<file path="src/rtl/arm_sequence_controller_if.sv">
// Position-ROM read port: address and strobe from the sequencer, data back from memory.
interface arm_sequence_controller_if #(
    parameter int unsigned DATA_WIDTH    = 30,
    parameter int unsigned ADDRESS_WIDTH = 4
);
    logic [ADDRESS_WIDTH-1:0] rom_addr;
    logic                     rom_rd;
    logic [DATA_WIDTH-1:0]    rom_data;

    modport master (output rom_addr, output rom_rd, input rom_data);
    modport slave  (input rom_addr, input rom_rd, output rom_data);
endinterface

</file>
<file path="src/rtl/arm_sequence_controller.sv">
// Steps through the arm position ROM, unpacks each word into X/Y/Z and dwells
// HOLD_CYCLES clocks per position; supports single-shot stepping and looping.
module arm_sequence_controller #(
    parameter int unsigned           DATA_WIDTH    = 30,
    parameter int unsigned           ADDRESS_WIDTH = 4,
    parameter int unsigned           NUM_POSITIONS = 16,
    parameter int unsigned           HOLD_CYCLES   = 50_000_000,
    parameter logic [DATA_WIDTH-1:0] END_MARKER    = 30'h3FFF_FFFF
) (
    input  logic                           clk,
    input  logic                           rst,
    input  logic                           start,
    input  logic                           stop,
    input  logic                           step,
    input  logic                           loop_en,
    arm_sequence_controller_if.master      rom,
    output logic [9:0]                     x_out,
    output logic [9:0]                     y_out,
    output logic [9:0]                     z_out,
    output logic                           pos_valid,
    output logic                           busy,
    output logic                           done
);

    localparam int unsigned CNT_W = $clog2(HOLD_CYCLES + 1);
    localparam logic [ADDRESS_WIDTH-1:0] LAST_ADDR = ADDRESS_WIDTH'(NUM_POSITIONS - 1);
    localparam logic [CNT_W-1:0]         HOLD_LAST = CNT_W'(HOLD_CYCLES);

    localparam logic [2:0] ST_IDLE = 3'd0;
    localparam logic [2:0] ST_READ = 3'd1;
    localparam logic [2:0] ST_WAIT = 3'd2;
    localparam logic [2:0] ST_HOLD = 3'd3;
    localparam logic [2:0] ST_DONE = 3'd4;

    logic [2:0]               state_q,  state_d;
    logic [ADDRESS_WIDTH-1:0] addr_q,   addr_d;
    logic                     rd_q,     rd_d;
    logic [9:0]               x_q, y_q, z_q, x_d, y_d, z_d;
    logic                     pv_q,     pv_d;
    logic                     busy_q,   busy_d;
    logic                     done_q,   done_d;
    logic [CNT_W-1:0]         cnt_q,    cnt_d;
    logic                     single_q, single_d;
    logic [ADDRESS_WIDTH-1:0] addr_wrap_c;

    // Single-shot advance wraps back to the first entry after the last one
    assign addr_wrap_c = (addr_q >= LAST_ADDR) ? '0 : addr_q + ADDRESS_WIDTH'(1);

    always_comb begin
        state_d  = state_q;
        addr_d   = addr_q;
        x_d      = x_q;
        y_d      = y_q;
        z_d      = z_q;
        pv_d     = 1'b0;
        cnt_d    = cnt_q;
        single_d = single_q;

        if (stop) begin
            state_d  = ST_IDLE;
            cnt_d    = '0;
            single_d = 1'b0;
        end else begin
            case (state_q)
                ST_IDLE: begin
                    if (start) begin
                        addr_d   = '0;
                        single_d = 1'b0;
                        state_d  = ST_READ;
                    end else if (step) begin
                        single_d = 1'b1;
                        state_d  = ST_READ;
                    end
                end
                ST_READ: state_d = ST_WAIT;
                ST_WAIT: begin
                    if (rom.rom_data == END_MARKER) begin
                        if (single_q) begin
                            addr_d   = '0;
                            single_d = 1'b0;
                            state_d  = ST_IDLE;
                        end else begin
                            state_d  = ST_DONE;
                        end
                    end else begin
                        x_d  = rom.rom_data[29:20];
                        y_d  = rom.rom_data[19:10];
                        z_d  = rom.rom_data[9:0];
                        pv_d = 1'b1;
                        if (single_q) begin
                            addr_d   = addr_wrap_c;
                            single_d = 1'b0;
                            state_d  = ST_IDLE;
                        end else begin
                            cnt_d    = '0;
                            state_d  = ST_HOLD;
                        end
                    end
                end
                ST_HOLD: begin
                    // Dwell ends once HOLD_CYCLES cycles have been counted
                    if (cnt_q == HOLD_LAST) begin
                        if (addr_q < LAST_ADDR) begin
                            addr_d  = addr_q + ADDRESS_WIDTH'(1);
                            state_d = ST_READ;
                        end else if (loop_en) begin
                            addr_d  = '0;
                            state_d = ST_READ;
                        end else begin
                            state_d = ST_DONE;
                        end
                    end else begin
                        cnt_d = cnt_q + CNT_W'(1);
                    end
                end
                ST_DONE: begin
                    if (start) begin
                        addr_d  = '0;
                        state_d = ST_READ;
                    end
                end
                default: state_d = ST_IDLE;
            endcase
        end

        rd_d   = (state_d == ST_READ);
        busy_d = (state_d == ST_READ) || (state_d == ST_WAIT) || (state_d == ST_HOLD);
        done_d = (state_d == ST_DONE);
    end

    always_ff @(posedge clk or negedge rst) begin
        if (!rst) begin
            state_q  <= ST_IDLE;
            addr_q   <= '0;
            rd_q     <= 1'b0;
            x_q      <= '0;
            y_q      <= '0;
            z_q      <= '0;
            pv_q     <= 1'b0;
            busy_q   <= 1'b0;
            done_q   <= 1'b0;
            cnt_q    <= '0;
            single_q <= 1'b0;
        end else begin
            state_q  <= state_d;
            addr_q   <= addr_d;
            rd_q     <= rd_d;
            x_q      <= x_d;
            y_q      <= y_d;
            z_q      <= z_d;
            pv_q     <= pv_d;
            busy_q   <= busy_d;
            done_q   <= done_d;
            cnt_q    <= cnt_d;
            single_q <= single_d;
        end
    end

    assign rom.rom_addr = addr_q;
    assign rom.rom_rd   = rd_q;
    assign x_out        = x_q;
    assign y_out        = y_q;
    assign z_out        = z_q;
    assign pos_valid    = pv_q;
    assign busy         = busy_q;
    assign done         = done_q;

endmodule

</file>
<file path="src/flat_wrapper.sv">
// flat-port wrapper written by rule: the top's interface ports become plain ports
module arm_sequence_controller_flat 
#(
    parameter int unsigned           DATA_WIDTH    = 30,
    parameter int unsigned           ADDRESS_WIDTH = 4,
    parameter int unsigned           NUM_POSITIONS = 16,
    parameter int unsigned           HOLD_CYCLES   = 50_000_000,
    parameter logic [DATA_WIDTH-1:0] END_MARKER    = 30'h3FFF_FFFF
)
  (clk, rst, start, stop, step, loop_en, x_out, y_out, z_out, pos_valid, busy, done, rom_rom_addr, rom_rom_rd, rom_rom_data);
  arm_sequence_controller_if #(.DATA_WIDTH(DATA_WIDTH), .ADDRESS_WIDTH(ADDRESS_WIDTH)) rom_i ();
  input  logic clk;
  input  logic rst;
  input  logic start;
  input  logic stop;
  input  logic step;
  input  logic loop_en;
  output logic [9:0] x_out;
  output logic [9:0] y_out;
  output logic [9:0] z_out;
  output logic pos_valid;
  output logic busy;
  output logic done;
  output wire logic [$bits(rom_i.rom_addr)-1:0] rom_rom_addr;
  output wire logic [$bits(rom_i.rom_rd)-1:0] rom_rom_rd;
  input wire logic [$bits(rom_i.rom_data)-1:0] rom_rom_data;
  assign rom_rom_addr = rom_i.rom_addr;
  assign rom_rom_rd = rom_i.rom_rd;
  assign rom_i.rom_data = rom_rom_data;
  arm_sequence_controller #(.DATA_WIDTH(DATA_WIDTH), .ADDRESS_WIDTH(ADDRESS_WIDTH), .NUM_POSITIONS(NUM_POSITIONS), .HOLD_CYCLES(HOLD_CYCLES), .END_MARKER(END_MARKER)) u_core (.clk(clk), .rst(rst), .start(start), .stop(stop), .step(step), .loop_en(loop_en), .rom(rom_i), .x_out(x_out), .y_out(y_out), .z_out(z_out), .pos_valid(pos_valid), .busy(busy), .done(done));
endmodule
</file>
<file path="config.mk">
export PLATFORM = sky130hd
export DESIGN_NAME = arm_sequence_controller_flat
export DESIGN_NICKNAME = d
export VERILOG_FILES = /design/src/rtl/arm_sequence_controller_if.sv /design/src/rtl/arm_sequence_controller.sv /design/src/flat_wrapper.sv
export SDC_FILE = /design/constraint.sdc
export NUM_CORES = 1
export LEC_CHECK = 0
export ABC_AREA = 0
export BUFFER_PORTS_ARGS = -buffer_cell sky130_fd_sc_hd__buf_4
export CAP_MARGIN = 10
export CORE_ASPECT_RATIO = 0.9
export CORE_MARGIN = 2
export CORE_UTILIZATION = 40
export DETAILED_ROUTE_END_ITERATION = 10
export GPL_ROUTABILITY_DRIVEN = 0
export PLACE_DENSITY = 0.7
export SLEW_MARGIN = 20
export SYNTH_ARGS = -nofsm -noshare
export SYNTH_HDL_FRONTEND = slang
export SYNTH_SLANG_ARGS = --single-unit
</file>
<file path="constraint.sdc">
create_clock -name clk -period 4.1 [get_ports clk]
set_clock_uncertainty 0.2 [all_clocks]
set_input_delay 0.41 -clock clk [delete_from_list [all_inputs] [get_ports clk]]
set_output_delay 0.41 -clock clk [all_outputs]
set_load 0.05 [all_outputs]
</file>
=== Word level (Yosys, flattened, before mapping) ===
Cells that the tools add are included.

* Register bits after elaboration: 68
* Output and inout port bits: 38
* Word-level logic and storage cells: 78

* Add/subtract/negate cells: 2
* Order comparisons: 2
* Equality and inequality tests: 18
* Mux-type cells: 32
* Bitwise logic cells: 2
* Reductions and logical operators: 11

{| class="wikitable"
|+ Operators by type and width
! cell !! number
|-
| 26-bit two-way mux || 4
|-
| 26-bit one-hot mux with 2 select lines || 1
|-
| 4-bit two-way mux || 8
|-
| 30-bit equality test (second input constant) || 1
|-
| 3-bit two-way mux || 9
|-
| 26-bit by 1-bit adder with 26-bit output (second input constant) || 1
|-
| 26-bit equality test (second input constant) || 1
|-
| 3-bit one-hot mux with 5 select lines || 1
|-
| 3-bit by 2-bit equality test with 1-bit output (second input constant) || 4
|-
| 4-bit one-hot mux with 3 select lines || 1
|-
| 3-bit != test (second input constant) || 3
|-
| 3-bit nonzero test || 3
|-
| 3-bit by 1-bit equality test with 1-bit output (second input constant) || 2
|-
| 3-bit equality test (second input constant) || 2
|-
| 1-bit two-way mux || 6
|-
| 2-bit by 1-bit != test with 1-bit output (second input constant) || 3
|-
| 6-bit AND reduction || 1
|-
| 4-bit by 1-bit adder with 4-bit output (second input constant) || 1
|-
| 4-bit >= comparator (second input constant) || 1
|-
| 4-bit less-than comparator (second input constant) || 1
|-
| 4-bit != test (second input constant) || 1
|-
| 4-bit AND reduction || 1
|-
| 3-bit zero test || 1
|-
| 3-bit by 2-bit != test with 1-bit output (second input constant) || 1
|-
| 7 further kinds || 9
|}

=== Longest topological paths before layout ===
* Depth after elaboration: 8
* Gate-level depth with buffers: 10

=== Least setup slack after synthesis ===
Ideal clock, no wire load.

* Path kind: reg-to-reg
* Start: register u_core.cnt_q[0]
* End: register u_core.addr_q[2], in the netlist u_core.rom.rom_addr[2]
* Library setup time: 121 ps
* Arrival time: 2080 ps
* Data required time: 3779 ps
* Slack: 1699 ps
* Stages on the path, launching flop included: 9
* Path buffers: 0
* Period minus slack after synthesis: 2401 ps
* Path through: dfrtp_1 -> inv_1 -> ha_1 -> or3b_1 -> or3_4 -> nor3_1 -> o21ai_0 -> o21bai_1 -> a22o_1

* Cells in the longest elaborated chain, start to end: 3

{| class="wikitable"
|+ Ends and longest elaborated chain
! item !! line !! text
|-
| start: declaration || arm_sequence_controller.sv:42 || <nowiki>logic [CNT_W-1:0] cnt_q, cnt_d;</nowiki>
|-
| start signal: assignment || arm_sequence_controller.sv:154 || <nowiki>cnt_q <= cnt_d;</nowiki>
|-
| 26-bit equality test || arm_sequence_controller.sv:102 || <nowiki>if (cnt_q == HOLD_LAST) begin</nowiki>
|-
| 2-bit by 1-bit != test with 1-bit output (no source line) || n/a ||
|-
| 6-bit AND reduction (no source line) || n/a ||
|-
| end signal: assignment || arm_sequence_controller.sv:146 || <nowiki>addr_q <= addr_d;</nowiki>
|-
| end: declaration || arm_sequence_controller.sv:36 || <nowiki>logic [ADDRESS_WIDTH-1:0] addr_q, addr_d;</nowiki>
|}

No other way between the ends.
A chain may end at the register's enable or synchronous reset.

=== Worst setup path after layout ===
* Start: register u_core.cnt_q[0]
* End: register u_core.cnt_q[21]

* Cells in the longest elaborated chain, start to end: 4
* Elaborated cells on any way between the ends: 7
* Classes of those cells: 1 x add/sub; 2 x eq/ne; 3 x mux; 1 x reduce/logical

{| class="wikitable"
|+ Ends and longest elaborated chain
! item !! line !! text
|-
| 26-bit by 1-bit adder with 26-bit output || arm_sequence_controller.sv:113 || <nowiki>cnt_d = cnt_q + CNT_W'(1);</nowiki>
|-
| 26-bit two-way mux || arm_sequence_controller.sv:102 ||
|-
| 26-bit one-hot mux with 2 select lines || arm_sequence_controller.sv:64 || <nowiki>case (state_q)</nowiki>
|-
| 26-bit two-way mux || arm_sequence_controller.sv:59 || <nowiki>if (stop) begin</nowiki>
|}

Parallel ways exist; a longest one is shown, timed or not. The select of a mux whose other input is x is not followed.

==> impl_metrics.ini <==
[status]
run_status = complete, no violations

[power]
vdd_drop_max_mv = 0.684
intPower_mw = 1.64
p_sw_frac = 0.414
power_mw = 2.80
pwr-share-comb = 0.425
power_density_nw_per_um2 = 657
power_frac_seq = 0.336
leakage_nw = 1.84
power.switching_mw = 1.16
p_clk_frac = 0.239

[worst_setup_path]
critical_path.slowest_cell = dfrtp_1
path_buf_inv = 2
cpPeakStageDelay_ns = 0.42
start_kind = flip-flop
path_cells = inv_1 > ha_1 > or3b_1 > or3_4 > o21a_1 > o21ai_2 > buf_4 > o21ai_0 > a21oi_1
end_kind = flip-flop
critPathTopFamily = compound AO/OA/AOI/OAI gates
timing.critical_path.from = u_core.cnt_q[0]$_DFFE_PN0P_
required_ns = 4.16
rr_startpoint = u_core.cnt_q[0]$_DFFE_PN0P_
crit_fanout = 20
criticalPathCategory = flip-flop to flip-flop
arrival_ns = 2.94

[final_layout]
area.growth.synth_to_final_pct = 25.2
final-seq-area_um2 = 1700
n_fill_cell = 744
multiInputGateArea_um2 = 1590
final_nets = 445
fin_util = 0.523
antenna_cells = 0
drive_above_1_share = 0.329

[yosys]
synth_area_leader_cell = dfrtp_1
synthCells = 332
synthDominantCellAreaShare = 0.500
synth.avg_cell_area_um2 = 10.2
synthFlopType = dfrtp_1
syn-num-nets = 371
synth_async_sr_flop_share = 1.00
synth_area_um2 = 3400
ys_seq_area_frac = 0.500
synth.distinct_cells = 51
yosysWarnings = 0
synth_enable_flop_cells = 0
ys_ff_latch = 68
synth_area_leaders = dfrtp_1, mux2_2, a21oi_1

[sta]
hold_viol_final = 0
setup-violations-final = 0
report.final.slew_viol_count = 0
maxSlewHeadroom = 0.428
min_period_ns = 2.88
setup_tns_ns = 0
period_share = 0.702
worstMarginPinSlew_ns = 0.858
rsz0062_at_grt = false
fmax_mhz = 347

[die]
core_um2 = 8150
io_pins = 74
start_util = 0.418
die_width_um = 101
die_y_um = 91.5
dieArea_um2 = 9260
rows = 31

[routing]
vias_per_cell = 5.62
drtIter0Drc = 169
ant_nets = 0
drtPass1Iterations = 4
wl_um = 8130
vias = 2860
detail_route.wl_per_cell_um = 16.0
drc = 0

[cts]
post_cts.repair.setup_buffers = 0
clk_pin_slew_worst_paths_ns = 0.07
ctsRootBufferMaster = clkbuf_8
htree_levels = 3
cts_buffers = 9
cts.path.max_buffers = 2
cts_tree = yes
clk_latency_ns = 0.35
clock-sinks = 68

[global_route]
grt_pass1_wl_um = 13900
grt_pass1_vias = 2772
grt_max_degree = 69
grt_antenna_before_repair = 0
grt_usage = 0.190
overflow = 0

[worst_hold_path]
hold_start = rom_rom_data[23]
hp-class = input port to flip-flop

[placement]
hpwl_um = 5700
port_buffers = 73

[run]
cap_violations = 0
-- final timing paths --
path / to / slack (ns) / cells after the start
max in group asynchronous: u_core.cnt_q[25]$_DFFE_PN0P_ / 2.62 / 2
worst min register to register: u_core.cnt_q[25]$_DFFE_PN0P_ / 0.29 / 1
min in group asynchronous: u_core.y_out[3]$_DFFE_PN0P_ / 0.51 / 2
worst max register to register: u_core.cnt_q[21]$_DFFE_PN0P_ / 1.22 / 9
worst min-delay path: u_core.x_out[3]$_DFFE_PN0P_ / 0.10 / 2
worst max-delay path: u_core.cnt_q[21]$_DFFE_PN0P_ / 1.22 / 9
-- cell type report --
cell class / count / area share
Inverter: 8 / 0.00705
Multi-Input combinational cell: 243 / 0.374
Clock inverter: 5 / 0.0235
Sequential cell: 68 / 0.400
Timing Repair Buffer: 76 / 0.135
Tap cell: 99 / 0.0291
Clock buffer: 10 / 0.0323
-- cells in the mapped netlist (all sizes together) (2+ instances only) --
library cell,instances
dfrtp,68
mux2,30
a21oi,26
nand2,23
o21ai,23
nor2,22
nand4,16
a31oi,14
nand3,12
nor3,11
clkbuf,9
or3,9
inv,8
nor2b,8
and3,5
buf,4
a22o,3
and2,3
ha,3
nor4,3
and4,2
and4b,2
nand2b,2
nand3b,2
o211ai,2
o21ba,2
o21bai,2
o31ai,2
o41a,2
-- routing by layer --
layer,GRT usage,part of all wire,up-vias
met1,0.274,0.49,1403
met5,0,0,-
met3,0.0654,0.048,9
met2,0.267,0.45,58
li1,-,-,1390
met4,0.0586,0.012,0
-- stage by stage --
stage | setup slack (ns) | instance area [um2] | hold WS (ns) | instances
6_report | 1.22 | 4260 | 0.103 | 509
5_1_grt | 1.03 | 4260 | 0.0750 | 509
4_1_cts | 1.21 | 4260 | 0.0812 | 509
3_5_place_dp | 1.23 | 4010 | 0.275 | 493
3_3_place_gp | 1.33 | 4010 | 0.273 | 493
2_1_floorplan | 1.70 | 3400 | -0.0856 | 332
-- cell families (layout without fill, tap and decap cells) --
group | Yosys count | after routing | synth area share
and+or+nand+nor | 127 | 127 | 0.207
DFF | 68 | 68 | 0.500
muxes | 30 | 30 | 0.0993
buffers and inverters | 21 | 99 | 0.0316
adders and majority gates | 3 | 3 | 0.0110
AOI/OAI and AO/OA | 83 | 83 | 0.151
-- cells in the final DEF (no fill, tap or decap), drive strengths merged, types with 2 or more instances in the layout --
cell	Yosys	layout
a21oi	26	26
a22o	3	3
a31oi	14	14
and2	3	3
and3	5	5
and4	2	2
and4b	2	2
buf	4	75
bufinv	0	3
clkbuf	9	10
clkinv	0	2
dfrtp	68	68
ha	3	3
inv	8	8
mux2	30	30
nand2	23	23
nand2b	2	2
nand3	12	12
nand3b	2	2
nand4	16	16
nor2	22	22
nor2b	8	8
nor3	11	11
nor4	3	3
o211ai	2	2
o21ai	23	23
o21ba	2	2
o21bai	2	2
o31ai	2	2
o41a	2	2
or3	9	9
-- registers in the layout, summed over array words and instances, names as in the netlist, 3 cells and up --
register and cells:
u_core.cnt_q 26, u_core.x_out 10, u_core.y_out 10, u_core.z_out 10, u_core.rom.rom_addr 4, u_core.state_q 3
-- power groups by stage --
stage | Sequential (mW) | Clock, mW | Combinational [mW]
finish | 0.940 | 0.668 | 1.19
global route | 0.962 | 0.712 | 1.24
CTS | 0.941 | 0.683 | 1.20
detailed placement | 0.950 | 0 | 1.20
global placement | 0.945 | 0 | 1.19
floorplan | 1.52 | 0 | 0.244
-- repair_timing --
item,4_1_cts,5_1_grt
hold buffers,1,0
endpoints found under the hold margin,41,0
gates resized for setup,0,0
Note: power is estimated with default switching activity, not from simulation.
